**src/rtl/reg_access_ctrl.sv**
```systemverilog
// reg_access_ctrl: SPI-to-register-bank access controller with write CRC recheck.
// Outputs are registered off the next state so every strobe lines up with the state that owns it.
module crc16to8_parallel (
    input  logic [15:0] data,
    output logic [7:0]  crc
);
    always_comb begin
        crc = '0;
        for (int i = 15; i >= 0; i--)
            crc = {crc[6:0], 1'b0} ^ ((crc[7] ^ data[i]) ? 8'h07 : 8'h00);
    end
endmodule

module reg_access_ctrl #(
    parameter int REG_AW = 7,
    parameter int REG_DW = 8,
    parameter int REG_CRC_W = 8,
    parameter int REG_NUM = 96,
    parameter logic [REG_DW-1:0] ILL_RDATA = 8'hFF
) (
    input  logic                 i_clk,
    input  logic                 i_rst_n,
    input  logic                 i_spi_rac_wr_req,
    input  logic                 i_spi_rac_rd_req,
    input  logic [REG_AW-1:0]    i_spi_rac_addr,
    input  logic [REG_DW-1:0]    i_spi_rac_wdata,
    input  logic [REG_CRC_W-1:0] i_spi_rac_wcrc,
    output logic                 o_rac_spi_wack,
    output logic                 o_rac_spi_rack,
    output logic [REG_DW-1:0]    o_rac_spi_data,
    output logic [REG_AW-1:0]    o_rac_spi_addr,
    output logic                 o_rac_reg_wen,
    output logic                 o_rac_reg_ren,
    output logic [REG_AW-1:0]    o_rac_reg_addr,
    output logic [REG_DW-1:0]    o_rac_reg_wdata,
    input  logic [REG_DW-1:0]    i_reg_rac_rdata,
    output logic                 o_rac_wcrc_err,
    output logic                 o_rac_addr_err,
    output logic                 o_rac_busy
);
    localparam logic [2:0] IDLE = 3'd0, WCHK = 3'd1, WR = 3'd2, RD = 3'd3, RDW = 3'd4, ACK = 3'd5;
    localparam logic [REG_AW-1:0] NUM = REG_AW'(REG_NUM);

    logic [2:0]           state, nxt;
    logic [REG_CRC_W-1:0] wcrc_q, crc;
    logic                 is_wr, guard, ill, ill_in, crc_bad, start;

    crc16to8_parallel u_crc (.data({1'b1, o_rac_reg_addr, o_rac_reg_wdata}), .crc(crc));

    assign ill     = o_rac_reg_addr >= NUM;
    assign ill_in  = (state == IDLE ? i_spi_rac_addr : o_rac_reg_addr) >= NUM;
    assign crc_bad = crc != wcrc_q;
    assign start   = state == IDLE && !guard && (i_spi_rac_wr_req || i_spi_rac_rd_req);

    // Illegal write addresses fall through RD so the read-path error handling is shared.
    always_comb begin
        nxt = state == IDLE ? (guard ? IDLE : i_spi_rac_wr_req ? WCHK : i_spi_rac_rd_req ? RD : IDLE)
            : state == WCHK ? ((ill || crc_bad) ? RD : WR)
            : state == WR   ? RD
            : state == RD   ? (ill ? ACK : RDW)
            : state == RDW  ? ACK
            : IDLE;
    end

    always_ff @(posedge i_clk or negedge i_rst_n) begin
        if (!i_rst_n) begin
            state           <= IDLE;
            guard           <= 1'b0;
            is_wr           <= 1'b0;
            wcrc_q          <= '0;
            o_rac_reg_addr  <= '0;
            o_rac_reg_wdata <= '0;
            o_rac_reg_wen   <= 1'b0;
            o_rac_reg_ren   <= 1'b0;
            o_rac_spi_wack  <= 1'b0;
            o_rac_spi_rack  <= 1'b0;
            o_rac_spi_data  <= '0;
            o_rac_spi_addr  <= '0;
            o_rac_wcrc_err  <= 1'b0;
            o_rac_addr_err  <= 1'b0;
            o_rac_busy      <= 1'b0;
        end else begin
            state          <= nxt;
            guard          <= state == ACK;
            o_rac_reg_wen  <= nxt == WR;
            o_rac_reg_ren  <= nxt == RD && !ill_in;
            o_rac_spi_wack <= nxt == ACK && is_wr;
            o_rac_spi_rack <= nxt == ACK && !is_wr;
            o_rac_wcrc_err <= state == WCHK && !ill && crc_bad;
            o_rac_addr_err <= state == RD && ill;
            o_rac_busy     <= nxt != IDLE;
            if (start) begin
                o_rac_reg_addr  <= i_spi_rac_addr;
                o_rac_reg_wdata <= i_spi_rac_wdata;
                wcrc_q          <= i_spi_rac_wcrc;
                is_wr           <= i_spi_rac_wr_req;
            end
            if (nxt == ACK) begin
                o_rac_spi_addr <= o_rac_reg_addr;
                o_rac_spi_data <= state == RDW ? i_reg_rac_rdata : ILL_RDATA;
            end
        end
    end
endmodule

```
**config.mk**
```make
export PLATFORM = sky130hd
export DESIGN_NAME = reg_access_ctrl
export DESIGN_NICKNAME = d
export VERILOG_FILES = /design/src/rtl/reg_access_ctrl.sv
export SDC_FILE = /design/constraint.sdc
export NUM_CORES = 1
export LEC_CHECK = 0
export BUFFER_PORTS_ARGS = -buffer_cell sky130_fd_sc_hd__buf_4
export CAP_MARGIN = 20
export CELL_PAD_IN_SITES_DETAIL_PLACEMENT = 1
export CELL_PAD_IN_SITES_GLOBAL_PLACEMENT = 2
export CORE_MARGIN = 4
export CORE_UTILIZATION = 25
export DETAILED_ROUTE_END_ITERATION = 16
export GPL_ROUTABILITY_DRIVEN = 0
export PLACE_DENSITY_LB_ADDON = 0.12
export SLEW_MARGIN = 10
export SYNTH_ARGS = -nofsm -noshare
export SYNTH_HDL_FRONTEND = slang
export SYNTH_SLANG_ARGS = --single-unit
```
**constraint.sdc**
```tcl
create_clock -name i_clk -period 5.9 [get_ports i_clk]
set_clock_uncertainty 0.15 [all_clocks]
set_input_delay 1.77 -clock i_clk [delete_from_list [all_inputs] [get_ports i_clk]]
set_output_delay 1.77 -clock i_clk [all_outputs]
set_load 0.05 [all_outputs]
```
==> results.md <==
Global routing:
- The number of antenna violations at the first check in global routing came to 0.
- The total track usage is 0.107.
- The number of global-route vias before repair is between 1500 and 2000.
- Entering global routing, the biggest net connects between 50 and 60 pins.
- The first global-routing pass estimated between 9000 and 10000 um of wire.
- The residual overflow from global routing is 0.

Hold path:
- The class of the tightest hold or removal check is flip-flop to flip-flop.

Cells and area:
- Summing all multi-input logic gate instances after layout gives between 0.001 and 0.0015 mm^2.
- The finished layout holds around 420 standard cells, fillers aside.
- The share of layout cells above drive strength 1 is 0.343.
- Relative to the synthesized area, the layout overhead comes to 30.0%.
- The final antenna diode count is 0.
- The sequential standard cell area is 0.00125 mm^2.
- The final-layout fill cell count is ~1100.
- The net count of the finished layout is about 320.

Timing:
- On the final layout, the worst hold slack is between 0.3 and 0.4 ns.
- Of the available clock period, the critical path in the final layout requires 0.524.
- Setup repair after global routing left no endpoint under its margin.
- The final hold violation count is 0.
- The number of pins with negative max-slew slack in the final report was 0.
- The transition at the pin with the smallest max-transition slack is approximately 0.68 ns.
- The final critical-path required period is about 3.1 ns.
- Setup violations remaining at the end of the flow were counted as 0.
- The total negative slack is 0 ns.
- For this run, the top clock speed supported by timing is approximately 0.32 GHz.
- In this run the tightest slew margin relative to its limit is 0.545.

CTS:
- In this run the number of H-tree levels came out at 2.
- Buffers inserted during clock tree synthesis total 5.
- The clock sink total is 50.
- The post-cts gate resize count is 0.
- Once the clock tree was built, the setup fixing pass inserted 0 buffers.
- The root buffer selected by CTS is sky130_fd_sc_hd__clkbuf_8.
- At the later pin of the worst-skew pair, clock insertion delay measures 0.30 ns.
- The clock-pin slew reported for the worst setup and hold paths after clock tree synthesis is around 0.090 ns.
- TritonCTS built the clock tree.
- Buffers inserted to repair hold after CTS numbered 0.
- The buffer levels on the longest clock path is 2.

Drt:
- The routed via count divided by cell count is between 4 and 5.
- The total length of routed wires is between 6000 and 7000 um.
- The post-route antenna net violation count is 0.
- The number of detailed-routing iterations run before antenna repair is 4.
- In the routed design, unresolved DRC markers number 0.
- The mean routed wirelength per cell is about 15 um.
- The final route contains ~1800 vias.
- The detailed router finished its first iteration with 28 violations.

Yosys:
- The post-synthesis instance total is 213.
- During synthesis, Yosys emitted a total of 0 warnings.
- Counting flops and latches in the post-synthesis netlist gives 50.
- A synthesized cell averages 11.9 um^2.
- Of the synthesized area, sequential elements account for 0.495.
- The synthesized net count is 251.
- The netlist area before placement is around 0.0025 mm^2.
- The number of unique standard cell types used by synthesis is 42.

Floorplan:
- From left edge to right edge, the die measures between 100 and 150 um.
- The initial core utilization is 0.257.
- The die area is 0.0118 mm^2.
- In this run the count of I/O pins placed on the die edge is slightly above 70.
- The core box area is ~0.01 mm^2.
- The placement row count is 36.
- The die is 109 um tall.

Setup path:
- The buffers plus inverters on the worst setup path is 1.
- The largest fanout on the critical path is 8.
- At the worst endpoint, the required time is slightly below 4 ns.
- The delay contributed by the slowest stage of the critical path is between 0.5 and 0.6 ns.
- The gate family responsible for the most delay along the worst path is flip-flops.
- The type of the setup path with the least slack is flip-flop to output pin.
- The standard cell with the maximum stage delay on the critical path is sky130_fd_sc_hd__dfrtp_1.
- STA classifies the critical path startpoint as a flip-flop.
- Data arrives at the worst endpoint at 1.17 ns.
- STA classifies the critical path endpoint as an output pin.
- The worst register-to-register path has a setup slack of slightly above 3 ns.
- The signal on the critical path passes through buf_4.

Place:
- The post-placement cell count is between 400 and 500.
- The number of port buffers is about 70.
- The HPWL after detailed placement is approximately 4600 um.

Run status:
- The flow ran to the end, and the final reports show no timing, DRC or antenna violations.

Job:
- The count of maximum capacitance violations is 0.
## layout make-up
type,instances,share of cell area
flip-flops and latches,50,0.381
multi-input cells,151,0.371
repair buffers,72,0.165
well taps,133,0.0507
clock buffers,5,0.0210
inverters,6,0.00686
clock inverters,2,0.00457
## logic make-up (layout without fill, tap and decap cells)
family                   count (synthesis)  count (layout)  share of synthesized area
adder cells (fa/ha/maj)                  3               3                     0.0149
AO/OA/AOI/OAI                           30              30                     0.0827
flip-flops                              50              50                      0.495
multiplexers                            30              30                      0.132
AND/OR/NAND/NOR                         58              58                      0.106
XOR/XNOR                                30              30                      0.147
buffers and inverters                   12              85                     0.0223
## metrics by stage
step | worst slack (ns) | utilization | instance area (um^2)
after CTS | 2.75 | 0.334 | 3280
after global placement | 2.84 | 0.326 | 3200
final | 2.81 | 0.334 | 3280
after global routing | 2.73 | 0.334 | 3280
after detailed placement | 2.83 | 0.326 | 3200
after floorplan | 2.89 | - | 2530
## placed cells by master, fill, tap and decap left out, types with 3 or more instances in the layout
cell / n
sky130_fd_sc_hd__a21oi_1: 10
sky130_fd_sc_hd__buf_4: 72
sky130_fd_sc_hd__clkbuf_8: 5
sky130_fd_sc_hd__dfrtp_1: 50
sky130_fd_sc_hd__ha_1: 3
sky130_fd_sc_hd__inv_1: 5
sky130_fd_sc_hd__mux2_1: 19
sky130_fd_sc_hd__mux2_2: 7
sky130_fd_sc_hd__mux2i_1: 4
sky130_fd_sc_hd__nand2_1: 14
sky130_fd_sc_hd__nand3_1: 4
sky130_fd_sc_hd__nor2_1: 28
sky130_fd_sc_hd__nor3_1: 3
sky130_fd_sc_hd__o21ai_1: 5
sky130_fd_sc_hd__xnor2_1: 12
sky130_fd_sc_hd__xnor2_2: 3
sky130_fd_sc_hd__xnor3_1: 3
sky130_fd_sc_hd__xor2_1: 9
## worst paths after layout
kind	from	endpoint	cells past startpoint
worst max register to register	o_rac_reg_addr[6]	o_rac_reg_ren	7
worst max-delay path	o_rac_reg_addr[1]	o_rac_reg_addr[1]	1
worst min-delay path	is_wr	o_rac_spi_rack	1
min in group asynchronous	i_rst_n	wcrc_q[1]	1
worst min register to register	is_wr	o_rac_spi_rack	1
max in group asynchronous	i_rst_n	o_rac_busy	1
## cell usage after synthesis, drive strengths merged
| cell type | instances | area, um^2 |
|---|---|---|
| dfrtp | 50 | 1250 |
| nor2 | 28 | 105 |
| mux2 | 26 | 293 |
| xnor2 | 15 | 154 |
| nand2 | 14 | 52.6 |
| a21oi | 10 | 50.1 |
| xor2 | 9 | 78.8 |
| o21ai | 7 | 35.0 |
| inv | 6 | 22.5 |
| nor3 | 5 | 41.3 |
| buf | 4 | 26.3 |
| mux2i | 4 | 40.0 |
| nand3 | 4 | 20.0 |
| xnor3 | 4 | 91.3 |
| and2 | 3 | 20.0 |
| ha | 3 | 37.5 |
| a221oi | 2 | 30.0 |
| and3 | 2 | 13.8 |
| clkbuf | 2 | 7.51 |
| o211ai | 2 | 15.0 |
| xor3 | 2 | 47.6 |
| a2111oi | 1 | 15.0 |
| a211o | 1 | 8.76 |
| a211oi | 1 | 7.51 |
| a21boi | 1 | 7.51 |
| a22o | 1 | 8.76 |
| a31oi | 1 | 6.26 |
| a41oi | 1 | 8.76 |
| nor4bb | 1 | 10.0 |
| o21a | 1 | 7.51 |
| o31a | 1 | 8.76 |
| or3 | 1 | 6.26 |
## sequential cells by signal, summed over array words and instances, names as in the netlist
name,flops
state,3
o_rac_spi_wack,1
o_rac_spi_data,8
o_rac_spi_rack,1
o_rac_busy,1
o_rac_spi_addr,7
o_rac_reg_wdata,8
o_rac_reg_wen,1
o_rac_reg_ren,1
o_rac_reg_addr,7
guard,1
is_wr,1
o_rac_addr_err,1
o_rac_wcrc_err,1
wcrc_q,8
## metal layers
| metal | global-route usage | share of wire | vias to the layer above |
|---|---|---|---|
| met2 | 0.171 | 0.48 | 43 |
| met1 | 0.143 | 0.46 | 888 |
| li1 | - | - | 880 |
| met4 | 0.0325 | 0.011 | 0 |
| met3 | 0.0269 | 0.053 | 5 |
| met5 | 0 | 0 | - |
Power is not shown: default switching activity piles up to over one toggle a cycle in this logic, so the estimate is an artifact.
